<file path="config.mk">
export PLATFORM = sky130hd
export DESIGN_NAME = axil_reg_bank
export DESIGN_NICKNAME = d
export VERILOG_FILES = /design/src/rtl/axil_reg_bank.sv
export SDC_FILE = /design/constraint.sdc
export NUM_CORES = 1
export LEC_CHECK = 0
export ABC_AREA = 1
export ABC_CLOCK_PERIOD_IN_PS = 2200
export BUFFER_PORTS_ARGS = -buffer_cell sky130_fd_sc_hd__buf_2
export CORE_AREA = 2 2 453 455
export CTS_CLUSTER_DIAMETER = 50
export DETAILED_ROUTE_END_ITERATION = 6
export DIE_AREA = 0 0 455 457
export PLACE_DENSITY_LB_ADDON = 0.3
export REMOVE_ABC_BUFFERS = 1
export SETUP_SLACK_MARGIN = 0.4
export SLEW_MARGIN = 20
export SYNTH_ARGS = -nofsm -noshare
export SYNTH_HDL_FRONTEND = slang
export SYNTH_SLANG_ARGS = --single-unit
</file>
<file path="constraint.sdc">
create_clock -name aclk -period 2.2 [get_ports aclk]
set_input_delay 0.22 -clock aclk [delete_from_list [all_inputs] [get_ports aclk]]
set_output_delay 0.22 -clock aclk [all_outputs]
set_load 0.005 [all_outputs]
</file>
<file path="src/rtl/axil_reg_bank.sv">
// AXI4-Lite slave register bank: NUM_REGS word registers driven to fabric, read-only
// slots return fabric status, out-of-range or read-only writes answer SLVERR.
module axil_reg_bank #(
  parameter int                              ADDR_WIDTH = 12,
  parameter int                              DATA_WIDTH = 32,
  parameter int                              NUM_REGS   = 16,
  parameter logic [NUM_REGS-1:0]             RO_MASK    = '0,
  parameter logic [NUM_REGS*DATA_WIDTH-1:0]  RESET_VAL  = '0
) (
  input  logic                           aclk,
  input  logic                           aresetn,
  input  logic [ADDR_WIDTH-1:0]          awaddr,
  input  logic [2:0]                     awprot,
  input  logic                           awvalid,
  output logic                           awready,
  input  logic [DATA_WIDTH-1:0]          wdata,
  input  logic [DATA_WIDTH/8-1:0]        wstrb,
  input  logic                           wvalid,
  output logic                           wready,
  output logic [1:0]                     bresp,
  output logic                           bvalid,
  input  logic                           bready,
  input  logic [ADDR_WIDTH-1:0]          araddr,
  input  logic [2:0]                     arprot,
  input  logic                           arvalid,
  output logic                           arready,
  output logic [DATA_WIDTH-1:0]          rdata,
  output logic [1:0]                     rresp,
  output logic                           rvalid,
  input  logic                           rready,
  output logic [NUM_REGS*DATA_WIDTH-1:0] reg_out,
  input  logic [NUM_REGS*DATA_WIDTH-1:0] reg_in,
  output logic [NUM_REGS-1:0]            wr_pulse
);

  localparam int STRB_WIDTH = DATA_WIDTH / 8;
  localparam int ADDR_LSB   = $clog2(STRB_WIDTH);
  localparam int IDX_W      = ADDR_WIDTH - ADDR_LSB;
  localparam logic [1:0] RESP_OKAY   = 2'b00;
  localparam logic [1:0] RESP_SLVERR = 2'b10;

  typedef logic [NUM_REGS-1:0][DATA_WIDTH-1:0] regs_t;

  // Valid/ready: a transfer happens on a rising aclk edge where both are high; a
  // source holds valid and its payload stable until that edge.

  regs_t                 regs_q, regs_d;
  logic                  aw_full_q, aw_full_d;
  logic [IDX_W-1:0]      aw_idx_q, aw_idx_d;
  logic                  w_full_q, w_full_d;
  logic [DATA_WIDTH-1:0] w_data_q, w_data_d;
  logic [STRB_WIDTH-1:0] w_strb_q, w_strb_d;
  logic                  bvalid_q, bvalid_d;
  logic [1:0]            bresp_q, bresp_d;
  logic [NUM_REGS-1:0]   wr_pulse_q, wr_pulse_d;
  logic                  rvalid_q, rvalid_d;
  logic [DATA_WIDTH-1:0] rdata_q, rdata_d;
  logic [1:0]            rresp_q, rresp_d;

  logic                  aw_hs, w_hs, ar_hs, commit, wr_hit;
  logic [IDX_W-1:0]      awaddr_idx, araddr_idx, c_idx;
  logic [DATA_WIDTH-1:0] c_data;
  logic [STRB_WIDTH-1:0] c_strb;
  logic                  unused_ok;

  assign awready    = !aw_full_q && !bvalid_q;
  assign wready     = !w_full_q && !bvalid_q;
  assign arready    = !rvalid_q;
  assign aw_hs      = awvalid && awready;
  assign w_hs       = wvalid && wready;
  assign ar_hs      = arvalid && arready;
  assign awaddr_idx = awaddr[ADDR_WIDTH-1:ADDR_LSB];
  assign araddr_idx = araddr[ADDR_WIDTH-1:ADDR_LSB];

  // Commit uses the held half if present, otherwise the half arriving this cycle.
  assign commit = (aw_full_q || aw_hs) && (w_full_q || w_hs);
  assign c_idx  = aw_full_q ? aw_idx_q : awaddr_idx;
  assign c_data = w_full_q ? w_data_q : wdata;
  assign c_strb = w_full_q ? w_strb_q : wstrb;

  assign unused_ok = ^{awprot, arprot, awaddr[ADDR_LSB-1:0], araddr[ADDR_LSB-1:0]};

  always_comb begin
    aw_full_d  = aw_full_q;
    aw_idx_d   = aw_idx_q;
    w_full_d   = w_full_q;
    w_data_d   = w_data_q;
    w_strb_d   = w_strb_q;
    bvalid_d   = bvalid_q;
    bresp_d    = bresp_q;
    regs_d     = regs_q;
    wr_pulse_d = '0;
    wr_hit     = 1'b0;
    if (bvalid_q && bready) bvalid_d = 1'b0;
    if (aw_hs) begin
      aw_full_d = 1'b1;
      aw_idx_d  = awaddr_idx;
    end
    if (w_hs) begin
      w_full_d = 1'b1;
      w_data_d = wdata;
      w_strb_d = wstrb;
    end
    if (commit) begin
      aw_full_d = 1'b0;
      w_full_d  = 1'b0;
      bvalid_d  = 1'b1;
      for (int i = 0; i < NUM_REGS; i++) begin
        if (c_idx == IDX_W'(i) && !RO_MASK[i]) begin
          wr_hit        = 1'b1;
          wr_pulse_d[i] = 1'b1;
          for (int k = 0; k < STRB_WIDTH; k++) begin
            if (c_strb[k]) regs_d[i][8*k +: 8] = c_data[8*k +: 8];
          end
        end
      end
      bresp_d = wr_hit ? RESP_OKAY : RESP_SLVERR;
    end
  end

  // Reads sample regs_q, so a same-cycle write to the same register is not visible yet.
  always_comb begin
    rvalid_d = rvalid_q;
    rdata_d  = rdata_q;
    rresp_d  = rresp_q;
    if (rvalid_q && rready) rvalid_d = 1'b0;
    if (ar_hs) begin
      rvalid_d = 1'b1;
      rdata_d  = '0;
      rresp_d  = RESP_SLVERR;
      for (int i = 0; i < NUM_REGS; i++) begin
        if (araddr_idx == IDX_W'(i)) begin
          rresp_d = RESP_OKAY;
          rdata_d = RO_MASK[i] ? reg_in[i*DATA_WIDTH +: DATA_WIDTH] : regs_q[i];
        end
      end
    end
  end

  always_ff @(posedge aclk or negedge aresetn) begin
    if (!aresetn) begin
      regs_q     <= regs_t'(RESET_VAL);
      aw_full_q  <= 1'b0;
      aw_idx_q   <= '0;
      w_full_q   <= 1'b0;
      w_data_q   <= '0;
      w_strb_q   <= '0;
      bvalid_q   <= 1'b0;
      bresp_q    <= RESP_OKAY;
      wr_pulse_q <= '0;
      rvalid_q   <= 1'b0;
      rdata_q    <= '0;
      rresp_q    <= RESP_OKAY;
    end else begin
      regs_q     <= regs_d;
      aw_full_q  <= aw_full_d;
      aw_idx_q   <= aw_idx_d;
      w_full_q   <= w_full_d;
      w_data_q   <= w_data_d;
      w_strb_q   <= w_strb_d;
      bvalid_q   <= bvalid_d;
      bresp_q    <= bresp_d;
      wr_pulse_q <= wr_pulse_d;
      rvalid_q   <= rvalid_d;
      rdata_q    <= rdata_d;
      rresp_q    <= rresp_d;
    end
  end

  assign bvalid   = bvalid_q;
  assign bresp    = bresp_q;
  assign rvalid   = rvalid_q;
  assign rdata    = rdata_q;
  assign rresp    = rresp_q;
  assign wr_pulse = wr_pulse_q;
  assign reg_out  = regs_q;

endmodule

</file>
# == Word level (Yosys, flattened, before mapping) ==
# Index checks and enable logic that the tools add are counted.
# word_totals
register_bits,614
out_inout_bits,569
# op_classes
muxes,77
n_eq_ne,30
reduce_logical,84
# op_table
op,count
$mux 32,17
$reduce_and 3->1,64
$eq 10x4->1 const B,16
$eq 10x3->1 const B,8
$eq 10x2->1 const B,4
$mux 1,40
$mux 2,17
$eq 10x1->1 const B,2
$logic_not 10->1,2
$mux 16,1
$mux 10,1
$logic_and 1x1->1,8
$reduce_bool 2->1,4
$logic_not 1->1,4
$mux 4,1
$logic_or 1x1->1,2

# == Depth between registers and ports, before layout ==
# Gate-level depths: netlist (run 1).
# depth
word_depth,20
mapped_depth,19
ltp_nobuf,19

# == Least setup slack after synthesis (run 1) ==
# OpenSTA, ideal clock, no wires.
# synth_path
path_kind,reg-to-reg
startpoint,reg aw_full_q
endpoint,"reg regs_q, in the netlist reg_out[6]"
synth_period_minus_slack_ns,2.126
arrival_ns,1.989
required_ns,2.063
stages_incl_launch_ff,14
setup_ns,0.137
path_slack_ns,0.074
path_cell_list,dfrtp_1 inv_2 or2_1 o21ai_1 inv_2 nor2_4 inv_2 nor2_2 inv_2 nor3_4 nand2_4 buf_6 nand2_1 o21ai_2
# synth_between
elab_chain_cells,6
elab_cells_between_ends,8
cone_classes,mux: 1; reduce/logical: 7
# synth_lines
element,line_no,text
"start, declared",48,"logic aw_full_q, aw_full_d;"
"start signal, assigned",156,aw_full_q <= aw_full_d;
branches (longest 5 deep; another with $mux 10),-,
$reduce_and 3->1 (no line) (*),-,
"end signal, assigned",142,regs_q <= regs_t'(RESET_VAL);
"end signal, assigned",155,regs_q <= regs_d;
"end, declared",47,"regs_t regs_q, regs_d;"
# Mark *: on every way between the ends.
# A chain may end at the register's enable or synchronous reset.

# == Worst setup path in the final report (run 1) ==
# layout_path
startpoint,reg aw_full_q
endpoint,"reg regs_q, in the netlist reg_out[400]"
# layout_between
elab_chain_cells,6
elab_cells_between_ends,8
cone_classes,eq/ne: 1; mux: 1; reduce/logical: 6
# layout_lines
element
branches (longest 5 deep; another with $mux 10)
$reduce_and 3->1 (no line) (*)
# Marked as above.

==> results.json, run 1 <==
{
  "status": "complete, but fails checks",
  "violations": "DRC, setup timing",
  "cp_max_fo": 16,
  "hold_viol": 0,
  "cts_buffers": 99,
  "drv_slew": 0,
  "firstDrtPassIters": 7,
  "grt.total_usage": 0.168,
  "place_area_sq_um": 37800,
  "endpoint_kind": "flip-flop",
  "drt_wl_total_mm": 181,
  "gp_congestion": 0.898,
  "pin_count": 1154,
  "synth_area_leaders": "dfrtp_1 56%, nand2_1 16%, o21ai_0 9.6%",
  "fin_cells": 7084,
  "final_cell_area_sq_um": 43400,
  "dieArea_sq_um": 208000,
  "yosys_warnings": 0,
  "min_from": "arvalid",
  "dieWidth_microns": 455,
  "drv_cap": 0,
  "htree_levels": 3,
  "place_ws_ns": -1.26,
  "fmax_mhz": 444,
  "core_sq_um": 203000,
  "num_rows": 166,
  "p_leak_nw": 21.2,
  "layout.nets": 4894,
  "maxSlewHeadroom": 0.551,
  "syn2layout_area_growth_pct": 59.7,
  "r2r_setup_slack_ns": -0.05,
  "seq_area_frac_synth": 0.563,
  "synth_ff_type": "dfrtp_1",
  "die_h_microns": 457,
  "grt-ovfl-total": 0,
  "vias": 28600,
  "hpwl_mm": 144,
  "ir_drop_v": 0.000598,
  "fin_ws_ns": -0.0548,
  "first_iter_violations": 2411,
  "synth_area_sq_um": 27200,
  "post-route-drc-count": 1,
  "holdPathStages": 4,
  "synth_edf_count": 0,
  "worst-setup-path-type": "reg2reg",
  "skew_ns": 0.0298,
  "ys_ff_latch": 612,
  "ys_async_sr_fraction": 1.00,
  "synthDistinctLibCells": 42,
  "clkLatencyLatePin_ns": 0.74,
  "clock-sinks": 612,
  "setup_violations": 87,
  "postSynthAreaPerCell_sq_um": 8.36,
  "reg2reg_from": "aw_full_q",
  "ctsRootBufferMaster": "clkbuf_16",
  "cts.clk_slew.worst_paths_ns": 0.06,
  "first_global_vias": 27400,
  "synth_top_area_share": 0.563,
  "netlist_instances": 3254,
  "cp.required_ns": 2.80,
  "cts_tree": "yes",
  "antenna_found_initial": 12,
  "tightestPinTransition_ns": 0.674,
  "drt-vias-per-instance": 4.04,
  "fin_tns_setup_ns": -1.90,
  "crit_path_start_kind": "flip-flop",
  "fin_crit_ns": 2.25,
  "holdPathEnd": "rdata[10]",
  "timing.critical_path.arrival_ns": 2.86,
  "ant_nets": 0,
  "hold_path_class": "in2reg",
  "avgRoutedWirePerCell_microns": 25.6,
  "p_per_area_nw_per_um2": 838,
  "placed_cells": 6791,
  "initial_core_util": 0.134,
  "yosys.area.top_type": "dfrtp_1",
  "grt_first_pass_wirelength_mm": 240,
  "grt_start_max_net_pins": 83,
  "timing.rr.end": "reg_out[400]",
  "clk_path_buf_depth": 3,
  "reg2reg_depth": 14,
  "rsz0062_at_grt": "true",
  "total_power_mw": 36.4,
  "drive_gt1_frac": 0.351,
  "finalCritPeriodShare": 1.02,
  "portBuffers": 629
}
[registers in the layout (all words and copies together) (netlist names)]
name,cells
aw_full_q,1
aw_idx_q,10
bresp,1
bvalid,1
rdata,32
reg_out,512
rresp,1
rvalid,1
w_data_q,32
w_full_q,1
w_strb_q,4
wr_pulse,16
[what timing repair did]
item | CTS | global route
hold buffers | 53 | 0
setup endpoints to repair | 586 | 585
resized for setup | 150 | 196
hold endpoints to repair | 619 | 0
setup buffers | 28 | 11
pin swaps | 27 | 11
gates cloned | 6 | 7
[final cells by class]
cell class / instances / area, sq um
repair buffers: 1128 / 9110
flip-flops and latches: 612 / 15300
well taps: 2688 / 3360
clock inverters: 59 / 752
diodes: 6 / 15.0
multi-input cells: 2310 / 11600
inverters: 158 / 606
clock buffers: 123 / 2670
fillers: 22400 / 160000
[worst max-delay path, cell delays in order, from the launching register on]
cell	delay (ns)
dfrtp_1	0.38
buf_4	0.18
o21ai_4	0.25
inv_2	0.08
buf_4	0.15
nor2_4	0.12
buf_4	0.12
buf_6	0.09
nand3_4	0.11
nor2_4	0.13
buf_6	0.14
buf_12	0.11
nand2_8	0.09
nand2_1	0.09
o21ai_0	0.07
[placed cells by master, fill, tap and decap left out, drive strengths merged]
cell,synthesis,layout
nand2,1162,1164
buf,46,1071
o21ai,624,624
dfrtp,612,612
nor2,189,189
inv,155,178
clkbuf,131,128
nand3,81,81
nand4,80,80
a21oi,74,74
dlygate4sd3,0,52
nor3,25,25
clkinv,3,21
or2,19,19
a221oi,16,16
nor4,10,10
mux2,9,9
clkinvlp,0,9
bufinv,0,9
diode,0,6
a211oi,6,6
mux2i,3,3
o41ai,2,2
a41oi,2,2
conb,1,2
o21a,1,1
or3,1,1
nor3b,1,1
o2111ai,1,1
[power breakdown]
part | leakage [nW] | total (mW) | switching (mW) | internal (mW)
Clock | 1.65 | 16.4 | 6.52 | 9.87
Combinational | 11.1 | 7.52 | 4.94 | 2.57
Sequential | 8.39 | 12.5 | 0.527 | 12.0
Total | 21.2 | 36.4 | 12.0 | 24.4
[layer usage]
metal,part of all wire,wire length (microns),global-route usage
met4,0.043,7860,0.0646
met5,0.000072,13,0
met2,0.42,76400,0.248
met1,0.44,79000,0.224
met3,0.10,18100,0.0569
[synth_stat cells, types with 3 or more instances]
cell type,n
clkinv_1,3
a211oi_1,6
dfrtp_1,612
nor2_1,181
buf_4,3
buf_6,4
mux2_2,9
nor4_1,6
inv_1,141
nand3_1,80
clkbuf_1,131
or2_2,15
or2_1,4
nor3_1,13
nor3_2,6
nand2_4,5
o21ai_0,523
nand2_1,1149
nor3_4,6
nor2_4,3
mux2i_1,3
nand2_2,8
a21oi_1,74
o21ai_1,65
inv_2,14
nor2_2,5
o21ai_2,36
nand4_1,79
buf_1,6
buf_2,33
a221oi_1,16
[logic make-up after synthesis]
logic type,count (synthesis),share of synthesized area
AO/OA/AOI/OAI,726,0.142
multiplexers,12,0.00483
AND/OR/NAND/NOR,1568,0.241
buffers and inverters,335,0.0493
other,1,0.000138
flip-flops,612,0.563
[metrics by stage]
step	hold WS, ns	utilization
after floorplan	-0.0756	-
after global placement	0.171	0.186
after detailed placement	0.174	0.186
after CTS	0.0466	0.210
after global routing	0.108	0.214
final	0.103	0.214
[worst max path at each step]
stage | depth (start not counted) | start | to | slack (ns)
final | 14 | aw_full_q | reg_out[400] | -0.05
after global routing | 16 | aw_full_q | reg_out[145] | -0.18
after CTS | 12 | bvalid | reg_out[196] | -0.06
after detailed placement | 18 | araddr[5] | rdata[7] | -1.26
after global placement | 18 | araddr[5] | rdata[7] | -1.33
after floorplan | 17 | araddr[11] | rdata[29] | -1.57
Note: power is estimated with default switching activity, not from simulation.
==> inputs of run 2 (changes only) <==
==> constraint.sdc (replaced) <==
create_clock -name aclk -period 2.2 [get_ports aclk]
set_input_delay 0.11 -clock aclk [delete_from_list [all_inputs] [get_ports aclk]]
set_output_delay 0.11 -clock aclk [all_outputs]
set_load 0.005 [all_outputs]
==> results.json, run 2 (synthesis results as in run 1) <==
{
  "crit_path_start_kind": "flip-flop",
  "die_h_microns": 457,
  "switchingPower_mw": 12.3,
  "endpoint_kind": "flip-flop",
  "layout_common_cells": "1,009 x nand2_1, 628 x buf_2, 610 x dfrtp_1",
  "p_leak_nw": 21.5,
  "avgRoutedWirePerCell_microns": 26.0,
  "drv_cap": 0,
  "tightestPinTransition_ns": 0.721,
  "grt_start_max_net_pins": 118,
  "hold_viol": 0,
  "skew_ns": 0.0599,
  "antenna_found_initial": 21,
  "cp.required_ns": 2.89,
  "setup_violations": 182,
  "ctsRootBufferMaster": "clkbuf_16",
  "rsz0062_at_grt": "true",
  "p_per_area_nw_per_um2": 848,
  "gp_congestion": 0.893,
  "cts_tree": "yes",
  "fin_cells": 7088,
  "layout.nets": 4896,
  "firstDrtPassIters": 7,
  "r2r_setup_slack_ns": -0.09,
  "switching_share": 0.328,
  "fmax_mhz": 437,
  "internal_power_mw": 25.2,
  "first_global_vias": 27500,
  "pin_count": 1154,
  "initial_core_util": 0.134,
  "maxSlewHeadroom": 0.519,
  "cts.clk_slew.worst_paths_ns": 0.06,
  "drive_gt1_frac": 0.367,
  "drt_wl_total_mm": 185,
  "status": "complete, but fails checks",
  "dieArea_sq_um": 208000,
  "seqPwrFrac": 0.333,
  "place_ws_ns": -0.922,
  "post-route-drc-count": 0,
  "ant_nets": 0,
  "placed_cells": 6783,
  "power_frac_comb": 0.208,
  "ir_drop_v": 0.000703,
  "mostFrequentLayoutCell": "nand2_1",
  "p_clk_frac": 0.459,
  "violations": "setup timing",
  "largest_register_ffs": 512,
  "worst-setup-path-type": "reg2reg",
  "portBuffers": 629,
  "hold_path_class": "in2async",
  "clk_path_buf_depth": 3,
  "cp_max_fo": 8,
  "post-route-util": 0.218,
  "timing.critical_path.arrival_ns": 2.98,
  "grt_first_pass_wirelength_mm": 242,
  "finalCritPeriodShare": 1.04,
  "core_sq_um": 203000,
  "fin_crit_ns": 2.29,
  "dieWidth_microns": 455,
  "clkLatencyLatePin_ns": 0.78,
  "drt-vias-per-instance": 4.04,
  "cts_buffers": 99,
  "num_rows": 166,
  "syn2layout_area_growth_pct": 62.9,
  "hpwl_mm": 145,
  "vias": 28700,
  "clock-sinks": 612,
  "grt-ovfl-total": 0,
  "drv_slew": 0,
  "first_iter_violations": 2519,
  "fin_ws_ns": -0.0904,
  "htree_levels": 3,
  "grt.total_usage": 0.169,
  "nFillCells": 22400
}
-- run 2: metal layers --
metal,share of wire,track usage
met1,0.44,0.226
met2,0.43,0.253
met3,0.094,0.0558
met4,0.034,0.0559
met5,0.000070,0
-- run 2: layout make-up --
class	instances	area [sq um]	share of cell area
Clock buffer	126	2780	0.0627
Antenna cell	10	25.0	0.000565
Sequential cell	612	15300	0.346
Tap cell	2688	3360	0.0759
Timing Repair Buffer	1130	9340	0.211
Multi-Input combinational cell	2310	12000	0.271
Inverter	158	624	0.0141
Clock inverter	54	846	0.0191
-- run 2: metrics by stage --
step / total power, mW / setup TNS [ns] / area [sq um] / hold slack [ns]
5_1_grt: 39.0 / -50.90 / 44300 / 0.106
4_1_cts: 37.4 / -4.18 / 42500 / 0.0714
2_1_floorplan: 14.7 / -551.57 / 26500 / -0.186
6_report: 37.6 / -7.62 / 44300 / 0.107
3_3_place_gp: 19.5 / -66.19 / 37600 / 0.0338
3_5_place_dp: 19.6 / -69.57 / 37600 / 0.0430
-- run 2: final timing paths --
kind                       startpoint            to  cells after the start
max in group asynchronous     aresetn  reg_out[399]                      3
max                         aw_full_q   reg_out[21]                     15
min                           aresetn  reg_out[474]                      3
min in group aclk           wdata[23]  w_data_q[23]                      3
min reg2reg                 rdata[28]     rdata[28]                      2
max reg2reg                 aw_full_q   reg_out[21]                     15
-- run 2: power by group through the flow --
stage | logic, mW | clock network [mW] | registers (mW)
4_1_cts | 7.40 | 17.6 | 12.5
6_report | 7.83 | 17.3 | 12.5
5_1_grt | 8.38 | 18.0 | 12.6
3_5_place_dp | 6.93 | 0 | 12.7
2_1_floorplan | 2.16 | 0 | 12.5
3_3_place_gp | 6.89 | 0 | 12.6
-- run 2: repair_timing --
item	CTS	global route
setup endpoints to repair	581	582
endpoints found under the hold margin	1008	0
resized for setup	142	372
buffers inserted	18	20
cloned	6	17
hold buffers	54	0
pin swaps	16	16
-- run 2: worst max-delay path, stage by stage (launching register included) --
cell	delay, ns
dfrtp_1	0.40
inv_4	0.07
or2_4	0.24
o21ai_4	0.09
buf_12	0.15
inv_6	0.04
buf_6	0.11
nor2_4	0.10
inv_2	0.07
nor2_4	0.10
inv_4	0.06
nor3_4	0.20
buf_6	0.20
buf_12	0.14
nand2_8	0.11
o21ai_2	0.15
